## config.mk

```make
export PLATFORM = sky130hd
export DESIGN_NAME = rt_block_read_sequencer_flat
export DESIGN_NICKNAME = d
export VERILOG_FILES = /design/src/rtl/rt_block_read_sequencer_if.sv /design/src/rtl/rt_block_read_sequencer.sv /design/src/flat_wrapper.sv
export SDC_FILE = /design/constraint.sdc
export NUM_CORES = 1
export LEC_CHECK = 0
export ABC_AREA = 1
export BUFFER_PORTS_ARGS = -buffer_cell sky130_fd_sc_hd__buf_2
export CORE_ASPECT_RATIO = 1.2
export CORE_UTILIZATION = 58
export DETAILED_ROUTE_END_ITERATION = 16
export PLACE_DENSITY = 0.8
export SKIP_LAST_GASP = 1
export SLEW_MARGIN = 20
export SYNTH_ARGS = -nofsm -noshare
export SYNTH_HDL_FRONTEND = slang
export SYNTH_SLANG_ARGS = --single-unit
export TNS_END_PERCENT = 100
```

## constraint.sdc

```tcl
create_clock -name sysclk -period 2.3 [get_ports sysclk]
set_input_delay 0.23 -clock sysclk [delete_from_list [all_inputs] [get_ports sysclk]]
set_output_delay 0.23 -clock sysclk [all_outputs]
set_load 0.01 [all_outputs]
```

## src/rtl/rt_block_read_sequencer_if.sv

```systemverilog
// Quadlet stream from the block read sequencer to the host packet builder.
// Valid/ready handshake; a beat transfers when out_valid && out_ready.
interface rt_block_read_sequencer_if;
  logic [31:0] out_data;
  logic [5:0]  out_index;
  logic        out_last;
  logic        out_valid;
  logic        out_ready;

  modport master (output out_data, out_index, out_last, out_valid, input out_ready);
  modport slave  (input out_data, out_index, out_last, out_valid, output out_ready);
endinterface

```

## src/rtl/rt_block_read_sequencer.sv

```systemverilog
// Real-time block read sequencer: issues quadlet indices to the read-address
// translation stage, captures read data into a small FIFO, streams quadlets out.
module rt_block_read_sequencer #(
  parameter int NUM_MOTORS   = 4,
  parameter int NUM_ENCODERS = 4,
  parameter int RD_LATENCY   = 1,
  parameter int FIFO_DEPTH   = 4
) (
  input  logic        sysclk,
  input  logic        reset,
  input  logic        start,
  input  logic        abort,
  input  logic [31:0] timestamp,
  output logic        busy,
  output logic        done,
  output logic [15:0] reg_raddr,
  output logic        blk_rt_rd,
  input  logic [31:0] reg_rdata,
  rt_block_read_sequencer_if.master os
);
  localparam int NQ = 4 + 2*NUM_MOTORS + 5*NUM_ENCODERS;
  localparam int PW = $clog2(FIFO_DEPTH);
  localparam int CW = PW + 1;
  localparam logic [6:0]  LAST_IDX = 7'(NQ - 1);
  localparam logic [CW:0] DEPTH_C  = (CW+1)'(FIFO_DEPTH);

  if (NQ > 64) begin : g_nq_chk
    $error("rt_block_read_sequencer: quadlet count exceeds 64");
  end
  if (RD_LATENCY < 1 || RD_LATENCY > 3) begin : g_lat_chk
    $error("rt_block_read_sequencer: RD_LATENCY must be 1..3");
  end
  if (FIFO_DEPTH < RD_LATENCY + 1 || (1 << PW) != FIFO_DEPTH) begin : g_depth_chk
    $error("rt_block_read_sequencer: bad FIFO_DEPTH");
  end

  typedef enum logic [1:0] {IDLE, ISSUE, DRAIN} st_e;
  typedef struct packed {
    logic [5:0]  tag;
    logic [31:0] data;
  } ent_t;

  st_e                       st_q, st_d;
  logic [6:0]                issue_idx_q, issue_idx_d;
  logic [31:0]               ts_q, ts_d;
  logic [CW-1:0]             outst_q, outst_d;
  logic [CW-1:0]             fifo_cnt_q, fifo_cnt_d;
  logic [PW-1:0]             wr_ptr_q, wr_ptr_d, rd_ptr_q, rd_ptr_d;
  ent_t [FIFO_DEPTH-1:0]     mem_q, mem_d;
  logic [RD_LATENCY:1]       vld_pipe_q, vld_pipe_d;
  logic [RD_LATENCY:1][5:0]  tag_pipe_q, tag_pipe_d;
  logic                      done_q, done_d;

  logic issue, fifo_push, fifo_pop, flush, out_vld;
  ent_t head, wr_ent;

  assign flush     = abort && (st_q != IDLE);
  assign out_vld   = (fifo_cnt_q != '0);
  assign fifo_push = vld_pipe_q[RD_LATENCY];
  assign fifo_pop  = out_vld && os.out_ready;
  assign head      = mem_q[rd_ptr_q];
  // Credits count both in-flight reads and captured entries, so a push never finds the FIFO full.
  assign issue     = (st_q == ISSUE) && !flush &&
                     (({1'b0, outst_q} + {1'b0, fifo_cnt_q}) < DEPTH_C);

  always_comb begin
    wr_ent.tag  = tag_pipe_q[RD_LATENCY];
    wr_ent.data = (tag_pipe_q[RD_LATENCY] == 6'd0) ? ts_q : reg_rdata;
  end

  always_comb begin
    st_d        = st_q;
    issue_idx_d = issue_idx_q;
    ts_d        = ts_q;
    done_d      = 1'b0;
    case (st_q)
      IDLE: if (start && !abort) begin
        ts_d        = timestamp;
        issue_idx_d = '0;
        st_d        = ISSUE;
      end
      ISSUE: if (issue) begin
        issue_idx_d = issue_idx_q + 7'd1;
        if (issue_idx_q == LAST_IDX) st_d = DRAIN;
      end
      DRAIN: if (fifo_pop && head.tag == LAST_IDX[5:0]) begin
        done_d = 1'b1;
        st_d   = IDLE;
      end
      default: st_d = IDLE;
    endcase
    if (flush) begin
      st_d   = IDLE;
      done_d = 1'b0;
    end
  end

  always_comb begin
    vld_pipe_d    = vld_pipe_q;
    tag_pipe_d    = tag_pipe_q;
    vld_pipe_d[1] = issue;
    tag_pipe_d[1] = issue_idx_q[5:0];
    for (int i = 2; i <= RD_LATENCY; i++) begin
      vld_pipe_d[i] = vld_pipe_q[i-1];
      tag_pipe_d[i] = tag_pipe_q[i-1];
    end
    if (flush) vld_pipe_d = '0;
  end

  always_comb begin
    mem_d      = mem_q;
    wr_ptr_d   = wr_ptr_q + PW'(fifo_push);
    rd_ptr_d   = rd_ptr_q + PW'(fifo_pop);
    fifo_cnt_d = fifo_cnt_q + CW'(fifo_push) - CW'(fifo_pop);
    outst_d    = outst_q + CW'(issue) - CW'(fifo_push);
    if (fifo_push && !flush) mem_d[wr_ptr_q] = wr_ent;
    if (flush) begin
      wr_ptr_d   = '0;
      rd_ptr_d   = '0;
      fifo_cnt_d = '0;
      outst_d    = '0;
    end
  end

  always_ff @(posedge sysclk or negedge reset) begin
    if (!reset) begin
      st_q        <= IDLE;
      issue_idx_q <= '0;
      ts_q        <= '0;
      outst_q     <= '0;
      fifo_cnt_q  <= '0;
      wr_ptr_q    <= '0;
      rd_ptr_q    <= '0;
      mem_q       <= '0;
      vld_pipe_q  <= '0;
      tag_pipe_q  <= '0;
      done_q      <= 1'b0;
    end else begin
      st_q        <= st_d;
      issue_idx_q <= issue_idx_d;
      ts_q        <= ts_d;
      outst_q     <= outst_d;
      fifo_cnt_q  <= fifo_cnt_d;
      wr_ptr_q    <= wr_ptr_d;
      rd_ptr_q    <= rd_ptr_d;
      mem_q       <= mem_d;
      vld_pipe_q  <= vld_pipe_d;
      tag_pipe_q  <= tag_pipe_d;
      done_q      <= done_d;
    end
  end

  // While stalled in ISSUE the address holds at the next index to issue.
  always_comb begin
    case (st_q)
      ISSUE:   reg_raddr = {10'd0, issue_idx_q[5:0]};
      DRAIN:   reg_raddr = {10'd0, LAST_IDX[5:0]};
      default: reg_raddr = 16'd0;
    endcase
  end

  assign busy         = (st_q != IDLE);
  assign blk_rt_rd    = busy;
  assign done         = done_q;
  assign os.out_valid = out_vld;
  assign os.out_data  = out_vld ? head.data : 32'd0;
  assign os.out_index = out_vld ? head.tag  : 6'd0;
  assign os.out_last  = out_vld && (head.tag == LAST_IDX[5:0]);
endmodule

```

## src/flat_wrapper.sv

```systemverilog
// flat-port wrapper written by rule: the top's interface ports become plain ports
module rt_block_read_sequencer_flat 
#(
  parameter int NUM_MOTORS   = 4,
  parameter int NUM_ENCODERS = 4,
  parameter int RD_LATENCY   = 1,
  parameter int FIFO_DEPTH   = 4
)
  (sysclk, reset, start, abort, timestamp, busy, done, reg_raddr, blk_rt_rd, reg_rdata, os_out_data, os_out_index, os_out_last, os_out_valid, os_out_ready);
  rt_block_read_sequencer_if os_i ();
  input  logic sysclk;
  input  logic reset;
  input  logic start;
  input  logic abort;
  input  logic [31:0] timestamp;
  output logic busy;
  output logic done;
  output logic [15:0] reg_raddr;
  output logic blk_rt_rd;
  input  logic [31:0] reg_rdata;
  output wire logic [$bits(os_i.out_data)-1:0] os_out_data;
  output wire logic [$bits(os_i.out_index)-1:0] os_out_index;
  output wire logic [$bits(os_i.out_last)-1:0] os_out_last;
  output wire logic [$bits(os_i.out_valid)-1:0] os_out_valid;
  input wire logic [$bits(os_i.out_ready)-1:0] os_out_ready;
  assign os_out_data = os_i.out_data;
  assign os_out_index = os_i.out_index;
  assign os_out_last = os_i.out_last;
  assign os_out_valid = os_i.out_valid;
  assign os_i.out_ready = os_out_ready;
  rt_block_read_sequencer #(.NUM_MOTORS(NUM_MOTORS), .NUM_ENCODERS(NUM_ENCODERS), .RD_LATENCY(RD_LATENCY), .FIFO_DEPTH(FIFO_DEPTH)) u_core (.sysclk(sysclk), .reset(reset), .start(start), .abort(abort), .timestamp(timestamp), .busy(busy), .done(done), .reg_raddr(reg_raddr), .blk_rt_rd(blk_rt_rd), .reg_rdata(reg_rdata), .os(os_i));
endmodule
```

Yosys cells after proc, flatten, opt, wreduce, memory -nomap -nowiden
Cells that the tools add are included.
Operators by class
  $add $sub $neg: 8
  magnitude comparators: 4
  equal/unequal tests: 10
  muxes and demuxes: 26
  reduce and logical (&&, ||, !) cells: 19
Operators with widths (number)
  $bwmux W152: 1
  $bmux W38 S2: 1
  $demux W38 S2: 1
  $mux W38: 2
  $mux W32: 2
  $mux W2: 7
  $mux W7: 2
  $pmux W7 S2: 1
  $pmux W6 S2: 1
  $logic_and A1 B1 Y1: 9
  $ne A3 B1 Y1 const B: 3
  $add A7 B1 Y7 const B: 1
  $eq A7 B5 Y1 const B: 1
  $add A3 B1 Y3: 2
  $eq A6 B5 Y1 const B: 1
  $logic_not A6 Y1: 1
  $lt A2 B3 Y1 const B: 2
  $mux W3: 2
  $mux W6: 1
  $pmux W2 S3: 1
  $sub A3 B1 Y3: 2
  $add A2 B1 Y2: 2
  $add A3 B3 Y4: 1
  $lt A4 B3 Y1 const B: 1
  other kinds (13): 19
Word-level totals
  bits in registers: 211
  input bits: 69
  logic and storage cells: 85

Longest topological paths before layout
  depth in word-level cells: 8
  mapped depth: 13
  mapped depth without buffers: 11

Worst setup path after synthesis
Ideal clock, no wire load.
  kind: register -> register
  start point: reg u_core.fifo_cnt_q[1]
  end point: reg u_core.fifo_cnt_q[2]
  setup time: 0.086 ns
  data arrival time: 1.954 ns
  data required time: 2.214 ns
  slack: 0.260 ns
  cell stages (with the launch flop): 12
  cells stage by stage: dfrtp_1 -> nor2_1 -> inv_1 -> nor2_1 -> nor2_1 -> ha_1 -> inv_1 -> ha_1 -> inv_1 -> fa_1 -> and3_1 -> nor3_1
Between the ends
  longest elaborated chain between the ends: 4
Ends and longest elaborated chain
  start, declared: line rt_block_read_sequencer.sv:47  | logic [CW-1:0] fifo_cnt_q, fifo_cnt_d;
  start signal, assigned: line rt_block_read_sequencer.sv:143  | fifo_cnt_q <= fifo_cnt_d;
  parallel branches: the longest is 2 deep, another holds $add A3 B1 Y3
  $sub A3 B1 Y3 *: line rt_block_read_sequencer.sv:114  | fifo_cnt_d = fifo_cnt_q + CW'(fifo_push) - CW'(fifo_pop);
  $mux W3 *: line rt_block_read_sequencer.sv:117  | if (flush) begin
  net u_core.fifo_cnt_d[2]: line rt_block_read_sequencer.sv:47
Mark *: on every way through the listed nets, which the timed path passes.
A chain may end at the register's enable or synchronous reset.

Worst setup path in the final report
  start point: reg u_core.rd_ptr_q[0]
  end point: out os_out_data[4]
Between the ends
  longest elaborated chain between the ends: 3
Ends and longest elaborated chain
  start, declared: line rt_block_read_sequencer.sv:48  | logic [PW-1:0] wr_ptr_q, wr_ptr_d, rd_ptr_q, rd_ptr_d;
  start signal, assigned: line rt_block_read_sequencer.sv:145  | rd_ptr_q <= rd_ptr_d;
  $bmux W38 S2: line rt_block_read_sequencer.sv:61  | assign head = mem_q[rd_ptr_q];
  $mux W38 (not written as such): line rt_block_read_sequencer.sv:61
  $mux W32: line rt_block_read_sequencer.sv:166  | assign os.out_data = out_vld ? head.data : 32'd0;
  end, declared: line flat_wrapper.sv:21  | output wire logic [$bits(os_i.out_data)-1:0] os_out_data;
No other way between the ends. The select of a mux whose other input is x is not followed.

==> run summary <==
CP Launch Type: flip-flop
Clock slew at reported path FFs: 0.06 ns
DP HPWL: 13,730 um
Final setup vio count: 0
Worst R2R Path Depth: 11
Synth cell types: 29
Initial DRT Pass Iterations: 6
Tcrit/Tclk final: 96.05%
Final Hold Fails: 0
Aggregate global routing overflow: 0
HP Start: reg_rdata[9]
RSZ-0062 raised after global routing: yes
Setup slack, reg-to-reg: 0.17 ns
Hold Path Sink: u_core.mem_q[123]
Port Buffers: 117
Post-synth EDFFs: 0
Placed Cells incl. Taps: 1,463
Final wirelength: 22,960 um
Gate Count Post-Synth: 1,170
MaxCap Viol Count: 0
Die height: 145.6 um
Peak supply drop: 0.9648 mV
Vias in the first global route: 8,007
CTS Buf Count: 22
Root Buffer: clkbuf_16
Syn avg cell area: 8.517 sq um
Hold Crit Class: in2reg
# rows: 52
Worst R2R Start: u_core.st_q[1]
Layout net count: 1,388
Post-place instance area: 10,760 sq um
Die width: 121.7 um
Top-area cell type share of the netlist area: 52.99%
Initial antenna violation count: 0
Non-filler cells, final: 1,535
First-pass GRT wire length: 38,470 um
Worst Clk Skew: 0.01232 ns
Slowest Stage Delay on Critical Path: 0.45 ns
GP Congestion: 0.7895
Clk_lat worst skew: 0.50 ns
Die area: 17,710 sq um
DRT iter0 DRCs: 671
Critical path capture point type: output pin
Req. time, crit path: 2.07 ns
Max Freq: 452.7 MHz
Pwr dens: 1501 nW/um^2
R2R Path End: u_core.outst_q[2]
Worst-path cell chain: inv_4, buf_4, o21ai_0, a21oi_1, buf_2
Crit-path slowest cell: dfrtp_2
Total power: 17,810 uW
Status: completed
CP Max Fanout: 26
DR vias: 8,256
Postcts setup bufs: 0
Hold Path Stages: 5
Num Clock Sinks: 211
CTS tree: done
Fraction of layout cells with a size suffix above 1: 19.64%
Post-route ant nets: 0
Ys Warns: 0
Post-synthesis register bit count: 211
Fillers: 1,345
Gr usage total: 26.87%
CP Buf/Inv Count: 3
Largest net degree at the start of global routing: 77
Mapped cell area: 9965 sq um
Top_reg_cell synth: dfrtp_1
Area delta synth->final: 19.04%
Fin crit period: 2.209 ns
Crit Path Category: reg2out
CTS max path bufs: 3
Starting density of the core: 59.13%
Wire per inst: 14.96 um
DR DRC count: 0
Synth area leaders: dfrtp_1 (53%), nand2_1 (9.4%), o21ai_0 (7.3%), nor2_1 (5.9%), o21ai_1 (4.6%)
Max Slew Vio Count: 0
Final Cell Area: 11,860 sq um
Core Area: 16,850 sq um
Htree depth: 1
Post-synth top cells: nand2_1 (249), dfrtp_1 (211), nor2_1 (157)
Vias per cell: 5.379
Worst hold margin: 0.1138 ns
CP arrival: 1.98 ns
LEAKAGE: 0.005857 uW
Crit path max-delay family: buffers and inverters
Yosys top cell by area: dfrtp_1
Worst relative slew slack: 56.01%
I/O pins: 128
Final core occ: 70.39%
Worst slew pin tran: 0.6598 ns
Async SR Flop Fraction: 100.0%
Diodes inserted: 0
Register area share after synthesis: 52.99%
Most frequent cell after synthesis: nand2_1
-- worst register-to-register path, cell delays in order, from the launching register on --
cell and delay [ns]:
dfrtp_1 0.39, inv_1 0.11, ha_2 0.24, nor2_1 0.09, inv_2 0.10, nand2_1 0.11, nor2_2 0.16, ha_1 0.16
inv_1 0.05, fa_1 0.38, xor2_1 0.18, nor2_1 0.05
-- area by class of cell --
cell class	instances	area, sq um	share of cell area [%]
well taps	216	270.3	2.278
flip-flops and latches	211	5281	44.53
multi-input cells	802	3989	33.63
repair buffers	182	1276	10.76
clock inverters	6	30.03	0.2532
clock buffers	33	693.2	5.844
inverters	85	321.6	2.711
-- worst max-delay path by stage --
stage | start | end | slack [ns] | cells past startpoint
after floorplan | u_core.fifo_cnt_q[1] | u_core.fifo_cnt_q[2] | 0.26 | 11
final | u_core.rd_ptr_q[0] | os_out_data[4] | 0.09 | 5
after global routing | u_core.rd_ptr_q[1] | os_out_data[31] | -0.02 | 7
after global placement | u_core.st_q[0] | u_core.outst_q[2] | 0.24 | 11
after detailed placement | u_core.st_q[1] | u_core.outst_q[2] | 0.16 | 11
after CTS | u_core.fifo_cnt_q[1] | os_out_data[31] | 0.01 | 6
-- stage by stage --
stage               setup WS (ns)  TNS [ns]
CTS                       0.01381         0
floorplan                  0.2597         0
detailed placement         0.1583         0
global placement           0.2379         0
global route             -0.02003  -0.02003
finish                    0.09096         0
-- placed cells by master, fill, tap and decap left out, types with 2 or more instances in the layout --
master and n:
a21oi_1 41, buf_12 8, buf_2 116, buf_4 21, buf_6 3, clkbuf_1 2
clkbuf_16 23, clkbuf_8 9, clkinv_2 6, conb_1 10, dfrtp_1 210, dlygate4sd3_1 33
fa_1 2, ha_1 12, inv_1 77, inv_2 7, mux2_2 32, nand2_1 248
nand3_1 20, nand4_1 4, nor2_1 153, nor2_2 3, nor3_1 3, nor3_2 2
nor3_4 2, o21ai_0 145, o21ai_1 92, o21ai_2 20, xnor2_1 2, xor2_1 3
-- state kept, by name, indices dropped and copies added (netlist names) --
name / count
u_core.fifo_cnt_q: 3
u_core.wr_ptr_q: 2
u_core.mem_q: 152
u_core.st_q: 2
u_core.rd_ptr_q: 2
u_core.fifo_push: 1
u_core.issue_idx_q: 7
u_core.outst_q: 3
u_core.tag_pipe_q: 6
u_core.ts_q: 32
u_core.done: 1
-- power breakdown --
group          internal, uW  total, uW  switching (uW)
combinational          2900       8100            5210
sequential             5270       6220             947
clock                  2070       3480            1410
total                 10200      17800            7560
-- what timing repair did --
| action | 4_1_cts | 5_1_grt |
|---|---|---|
| pin swaps | 0 | 1 |
| gates cloned | 0 | 0 |
| hold endpoints to repair | 103 | 0 |
| gates resized for setup | 2 | 12 |
| endpoints found under the setup margin | 16 | 41 |
| hold buffers | 33 | 0 |
-- logic make-up (layout without fill, tap and decap cells) --
logic type	Yosys count	after routing	synth area share, %
fa+ha+maj	15	15	2.034
compound gates	299	299	15.80
simple gates	441	441	17.52
flops	211	211	52.99
mux	32	32	3.616
other cells	1	10	0.03763
buf+inv	166	306	7.572
xor+xnor	5	5	0.4396
-- metal layers --
layer	part of all wire, %	up-vias	wire length (um)	track usage [%]
met5	0	-	0	0
met4	1.8	0	420	7.037
met3	5.4	30	1230	3.879
met2	50	254	11380	45.63
met1	43	3943	9929	36.02
li1	-	4029	-	-
(Power assumes the default switching activity.)
